**src/rtl/mux4_rr_sel.sv**
```systemverilog
// Round-robin select generator for a 4:1 mux with a valid/ready output handshake.
// Optional grant hold (up to MAX_HOLD back-to-back transfers) via MUX4_RR_SEL_GRANT_HOLD_EN.
module mux4_rr_sel #(
  parameter int MAX_HOLD = 4,
  parameter int HOLD_W   = 4
) (
  input  logic       clk,
  input  logic       rst,
  input  logic [3:0] req,
  input  logic       out_ready,
  output logic [1:0] sel,
  output logic [3:0] gnt,
  output logic       out_valid,
  output logic [1:0] last_ptr
);

  // Handshake: a transfer happens on a rising edge where out_valid and out_ready
  // are both 1; sel/gnt are held unchanged until then unless req[sel] is withdrawn.

  typedef enum logic {IDLE, GRANT} state_t;

  state_t     state, state_n;
  logic [1:0] sel_n, last_ptr_n, base, win;
  logic [3:0] gnt_n;
  logic       valid_n, xfer, rearb, keep;

  // First set bit searching base+1, base+2, base+3, base (mod 4).
  function automatic logic [1:0] rr_pick(input logic [3:0] r, input logic [1:0] p);
    logic [1:0] idx;
    rr_pick = p;
    for (int k = 4; k >= 1; k--) begin
      idx = p + 2'(k);
      if (r[idx]) rr_pick = idx;
    end
  endfunction

  assign xfer = out_valid & out_ready;
  assign win  = rr_pick(req, base);

`ifdef MUX4_RR_SEL_GRANT_HOLD_EN
  logic [HOLD_W-1:0] hold_cnt, hold_n;
  assign keep = (state == GRANT) && xfer && req[sel] &&
                (hold_cnt < HOLD_W'(MAX_HOLD - 1));
`else
  wire unused_cfg = (MAX_HOLD + HOLD_W) > 0;
  assign keep = 1'b0;
`endif

  always_comb begin
    state_n    = state;
    sel_n      = sel;
    gnt_n      = gnt;
    valid_n    = out_valid;
    last_ptr_n = last_ptr;
    base       = last_ptr;
    rearb      = 1'b0;
`ifdef MUX4_RR_SEL_GRANT_HOLD_EN
    hold_n     = hold_cnt;
`endif
    case (state)
      IDLE: rearb = |req;
      GRANT: begin
        if (xfer) begin
          // The winner is chosen relative to the transfer just completed.
          last_ptr_n = sel;
          base       = sel;
          rearb      = !keep;
        end else if (!req[sel]) begin
          rearb = 1'b1;
        end
      end
      default: rearb = 1'b0;
    endcase

    if (keep) begin
`ifdef MUX4_RR_SEL_GRANT_HOLD_EN
      hold_n = hold_cnt + 1'b1;
`endif
    end else if (rearb) begin
`ifdef MUX4_RR_SEL_GRANT_HOLD_EN
      hold_n = '0;
`endif
      if (|req) begin
        state_n = GRANT;
        sel_n   = win;
        gnt_n   = 4'b0001 << win;
        valid_n = 1'b1;
      end else begin
        state_n = IDLE;
        gnt_n   = 4'b0000;
        valid_n = 1'b0;
      end
    end
  end

  always_ff @(posedge clk or posedge rst) begin
    if (rst) begin
      state     <= IDLE;
      sel       <= 2'b00;
      gnt       <= 4'b0000;
      out_valid <= 1'b0;
      last_ptr  <= 2'b11;
    end else begin
      state     <= state_n;
      sel       <= sel_n;
      gnt       <= gnt_n;
      out_valid <= valid_n;
      last_ptr  <= last_ptr_n;
    end
  end

`ifdef MUX4_RR_SEL_GRANT_HOLD_EN
  always_ff @(posedge clk or posedge rst) begin
    if (rst) hold_cnt <= '0;
    else     hold_cnt <= hold_n;
  end
`endif

endmodule

```
**config.mk**
```make
export PLATFORM = sky130hd
export DESIGN_NAME = mux4_rr_sel
export DESIGN_NICKNAME = d
export VERILOG_FILES = /design/src/rtl/mux4_rr_sel.sv
export SDC_FILE = /design/constraint.sdc
export NUM_CORES = 1
export LEC_CHECK = 0
export ABC_AREA = 0
export CAP_MARGIN = 20
export CORE_AREA = 2 2 39 41
export CTS_BUF_LIST = sky130_fd_sc_hd__clkbuf_2
export DETAILED_ROUTE_END_ITERATION = 8
export DIE_AREA = 0 0 41 43
export GPL_TIMING_DRIVEN = 0
export HOLD_SLACK_MARGIN = 0.15
export PLACE_DENSITY = 0.67
export SYNTH_ARGS = -nofsm -noshare
export SYNTH_HDL_FRONTEND = slang
export SYNTH_SLANG_ARGS = --single-unit
```
**constraint.sdc**
```tcl
create_clock -name clk -period 2.2 [get_ports clk]
set_input_delay 0.66 -clock clk [delete_from_list [all_inputs] [get_ports clk]]
set_output_delay 0.66 -clock clk [all_outputs]
set_load 0.03 [all_outputs]
```
**After elaboration in Yosys (flattened, before gate mapping)**

Cells that the tools add are included.

- Output and inout bits: 9
- Word-level logic and storage cells: 34
- Register bits after elaboration: 9
- Bits of input ports: 7

- Bitwise logic cells: 2
- Mux-type cells: 18
- Order comparisons: 4
- Shifts and indexed selects: 1
- Reduce and logical (&&, ||, !) cells: 2
- Add/subtract/negate cells: 3

Operators by type and width:

| kind | count |
|---|---|
| $lt A2 B3 Y1 const B | 4 |
| $mux W2 | 5 |
| $bmux W1 S2 | 4 |
| $mux W1 | 7 |
| $add A2 B2 Y2 const B | 2 |
| $mux W4 | 1 |
| $reduce_or A4 Y1 | 1 |
| $shl A1 B2 Y4 const A | 1 |
| $add A2 B1 Y2 const B | 1 |
| $pmux W1 S2 | 1 |
| $reduce_and A2 Y1 | 1 |
| $and A1 B1 Y1 | 1 |
| $not A1 Y1 | 1 |

**Longest topological paths before layout**

- Word-level depth: 11
- Gate-level depth with buffers: 6

**Worst setup path after synthesis**

No wires, ideal clock.

- Path kind: input-to-reg
- From: input out_ready
- To: register gnt[2]
- Stages on the path: 6
- Required time: 2.078 ns
- Data arrival time: 1.884 ns
- Slack: 0.195 ns
- Path buffers: 1
- Cells stage by stage: and3_1 -> or2_1 -> buf_6 -> xnor2_1 -> a221o_1 -> a32o_1

- Cells in the longest elaborated chain, start to end: 11
- Elaborated cells on any way between the ends: 19
- Those cells by class: 3 x add/sub; 1 x shift; 14 x mux; 1 x bitwise

RTL lines:

| what | RTL line | source |
|---|---|---|
| from (decl) | 10 | `input logic out_ready,` |
| $and A1 B1 Y1 * | 37 | `assign xfer = out_valid & out_ready;` |
| $mux W2 * | - |  |
| $mux W2 * | 60 | `case (state)` |
| net base[0] | 23 | `logic [1:0] sel_n, last_ptr_n, base, win;` |
| $add A2 B2 Y2 | 32 | `idx = p + 2'(k);` |
| $bmux W1 S2 | 33 | `if (r[idx]) rr_pick = idx;` |
| $mux W1 (implied by the code) | 33 |  |
| $mux W2 (2 in series) | 33 |  |
| $mux W2 * | 33 |  |
| $shl A1 B2 Y4 * | 86 | `gnt_n = 4'b0001 << win;` |
| $mux W4 * | 83 | `if (\|req) begin` |
| to (signal assigned) | 106 | `gnt <= gnt_n;` |
| to (decl) | 12 | `output logic [3:0] gnt,` |

The timed path passes the listed nets; every way through them passes the cells marked *. The select of a mux whose other input is x is not followed.
A chain may end at the register's enable or synchronous reset.

**Worst setup path after layout**

- From: input req[3]
- To: register gnt[1]

- Cells in the longest elaborated chain, start to end: 7
- Elaborated cells on any way between the ends: 17
- Those cells by class: 1 x shift; 15 x mux; 1 x reduce/logical

RTL lines:

| what | RTL line | source |
|---|---|---|
| from (decl) | 9 | `input logic [3:0] req,` |
| $bmux W1 S2 | 33 |  |
| $mux W1 (implied by the code) | 33 |  |
| $mux W2 (3 in series) | 33 |  |
| $shl A1 B2 Y4 | 86 |  |
| $mux W4 | 83 |  |

Parallel ways exist; a longest one is shown, timed or not. The select of a mux whose other input is x is not followed.

==> results.yml <==
synth:
  yosysWarnings: 0
  netlist_area_um2: 507
  synth_compound_area_share_pct: 27.4
  synth-simple-area-share_pct: 11.6
  synth_edf_count: 0
  dominantRegCellSynth: "dfrtp_1"
  synth.top_cells.by_count: "7 x dfrtp_1, 4 x a32o_1, 3 x a21oi_1, 3 x inv_1"
  synth_most_common_cell: "dfrtp_1"
  syn_inst: 46
  synthMuxAreaShare_pct: 8.40
  ys_top_cells_by_area: "dfrtp_1 35%, dfstp_2 10%, a32o_1 7.9%"
  synth_xor_area_share_pct: 1.73
  async_flop_share_pct: 100
  synth_top_area_share_pct: 34.6
  synth.net_count: 53
  avgSynthCellArea_um2: 11.0
  synth-seq-area-share_pct: 44.9
  ys_ff_latch: 9
  synthAdderAreaFrac_pct: 0
  synth_top_cell_by_area: "dfrtp_1"
  synth_top_family_by_area: "compound AO/OA/AOI/OAI gates"
  synth.distinct_cells: 28
critical_path:
  cp_slowest_cell: "clkdlybuf4s50_1"
  ff2ff_setup_slack_ns: 0.34
  worstPathCellList: "clkdlybuf4s50_1, mux4_2, nand3b_1, and2_1, a32o_1"
  path_delay_family: "buffers and inverters"
  max_stage_delay_ns: 0.53
  critPathMaxFanout: 8
  critPathRequiredTime_ns: 2.38
  arrival_ns: 2.31
  path_class: "in2reg"
  crit_buf_inv: 1
  end_kind: "register"
  critPathLaunchType: "input port"
timing:
  relSlewSlack_pct: 78.3
  hold_viol_final: 0
  setup_viol: 0
  worst_hold_slack_ns: 0.505
  timing.final.ws_setup_ns: 0.0698
  min_period_ns: 2.13
  maxSlewViolCount: 0
  tightest_slew_ns: 0.323
  timing.final.crit_share_pct: 96.8
  clock.fmax_ghz: 0.469
  grt_setup_unrepaired: "false"
  skew_ns: 0.00263
drt:
  drc: 0
  avgRoutedWirePerCell_um: 14.4
  wl_um: 1150
  drt_pass1_iterations: 4
  drtIter0Drc: 11
  vias_per_cell: 5.60
  antenna_left: 0
  vias: 448
placed_design:
  port_buffers: 15
  dp_hpwl_um: 871
  pre_cts_ws_ns: -0.393
  placed_cell_area_um2: 677
  gp_congestion: 0.706
clock_tree:
  clock-sinks: 9
  post_cts.repair.setup_buffers: 0
  cts_tree: "done"
  cts_hold_buf: 0
  clk_pin_slew_ns: 0.08
  cts-buffers-inserted: 3
  root_buffer: "clkbuf_2"
  clock_latency_ns: 0.24
  clk_path_buf_depth: 2
  htreeDepth: 1
floorplan:
  dieArea_mm2: 0.00176
  num_rows: 14
  dieHeight_um: 43
  design.core.area_mm2: 0.00138
  start_util_pct: 36.6
  dieWidth_um: 41
  ios: 16
global_route:
  grt_antenna_before_repair: 0
  gr-total-overflow: 0
  track_usage_pct: 15.1
  grt_start_max_net_pins: 10
  grt_pass1_vias: 376
  grt_pass1_wl_um: 1740
flow_run:
  cap_violations: 0
cells_and_area:
  area_growth_pct: 37.5
  fin_area_um2: 697
  drive_gt1_share_pct: 18.8
  diodes: 0
  final_nets: 72
power_and_ir_drop:
  power_w: 0.000962
  leakage_nw: 0.302
  pwr_density_cell_mw_per_mm2: 1380
  ir_worst_vdd_mv: 0.644
status:
  status: "completed"
min_path:
  min_path_type: "reg2reg"
## registers in the layout, indices dropped and copies added (netlist names)
register   count
last_ptr       2
gnt            4
out_valid      1
sel            2
## stage by stage
| stage | util [%] | TNS, ns | cells |
|---|---|---|---|
| 5_1_grt | 50.4 | 0 | 80 |
| 3_3_place_gp | 48.9 | -1.88 | 77 |
| 6_report | 50.4 | 0 | 80 |
| 2_1_floorplan | - | 0 | 46 |
| 4_1_cts | 50.0 | 0 | 80 |
| 3_5_place_dp | 48.9 | -2.07 | 77 |
## power breakdown
part	internal [W]	total [W]	switching [W]
Combinational	0.000258	0.000566	0.000307
Sequential	0.000242	0.000293	0.0000511
Clock	0.0000483	0.000103	0.0000548
Total	0.000549	0.000962	0.000413
## cells by family after synthesis
family / after synthesis
buffers and inverters: 6
AND/OR/NAND/NOR: 10
AO/OA/AOI/OAI: 17
XOR/XNOR: 1
multiplexers: 3
flip-flops: 9
## what timing repair did
| action | CTS | global route |
|---|---|---|
| hold endpoints to repair | 0 | 0 |
| resized for setup | 1 | 2 |
| endpoints found under the setup margin | 6 | 1 |
## layout by cell type (no fill, tap or decap), types with 2 or more instances in the layout
cell	n
clkdlybuf4s50_1	14
dfrtp_1	7
a32o_1	4
clkbuf_2	4
inv_1	3
a21oi_1	3
and3_1	2
mux2i_1	2
nor2_1	2
dfstp_2	2
## routing by layer
layer  vias up  part of all wire, %  global-route usage (%)
met5         -                    0                       0
met4         0                    0                    6.00
met3         0                  6.4                    7.33
met2        15                   45                    20.6
met1       220                   48                    19.9
li1        213                    -                       -
## final cells by class
cell class                      instances  area (um2)
Fill cell                             134         687
Multi-Input combinational cell         31         254
Sequential cell                         9         228
Timing Repair Buffer                   15         149
Clock buffer                            4        20.0
Tap cell                               16        20.0
Inverter                                4        15.0
Buffer                                  1        11.3
## worst paths after layout
check / start / to / cells after the start
worst max register to register: out_valid$_DFFE_PP0P_ / gnt[3]$_DFFE_PP0P_ / 6
worst min register to register: gnt[0]$_DFFE_PP0P_ / gnt[0]$_DFFE_PP0P_ / 1
min in group asynchronous: rst / sel[0]$_DFFE_PP0P_ / 2
worst max-delay path: req[3] / gnt[1]$_DFFE_PP0P_ / 5
max in group asynchronous: rst / last_ptr[1]$_DFF_PP1_ / 2
worst min-delay path: gnt[0]$_DFFE_PP0P_ / gnt[0]$_DFFE_PP0P_ / 1
Power figures use the tool's default switching activity.
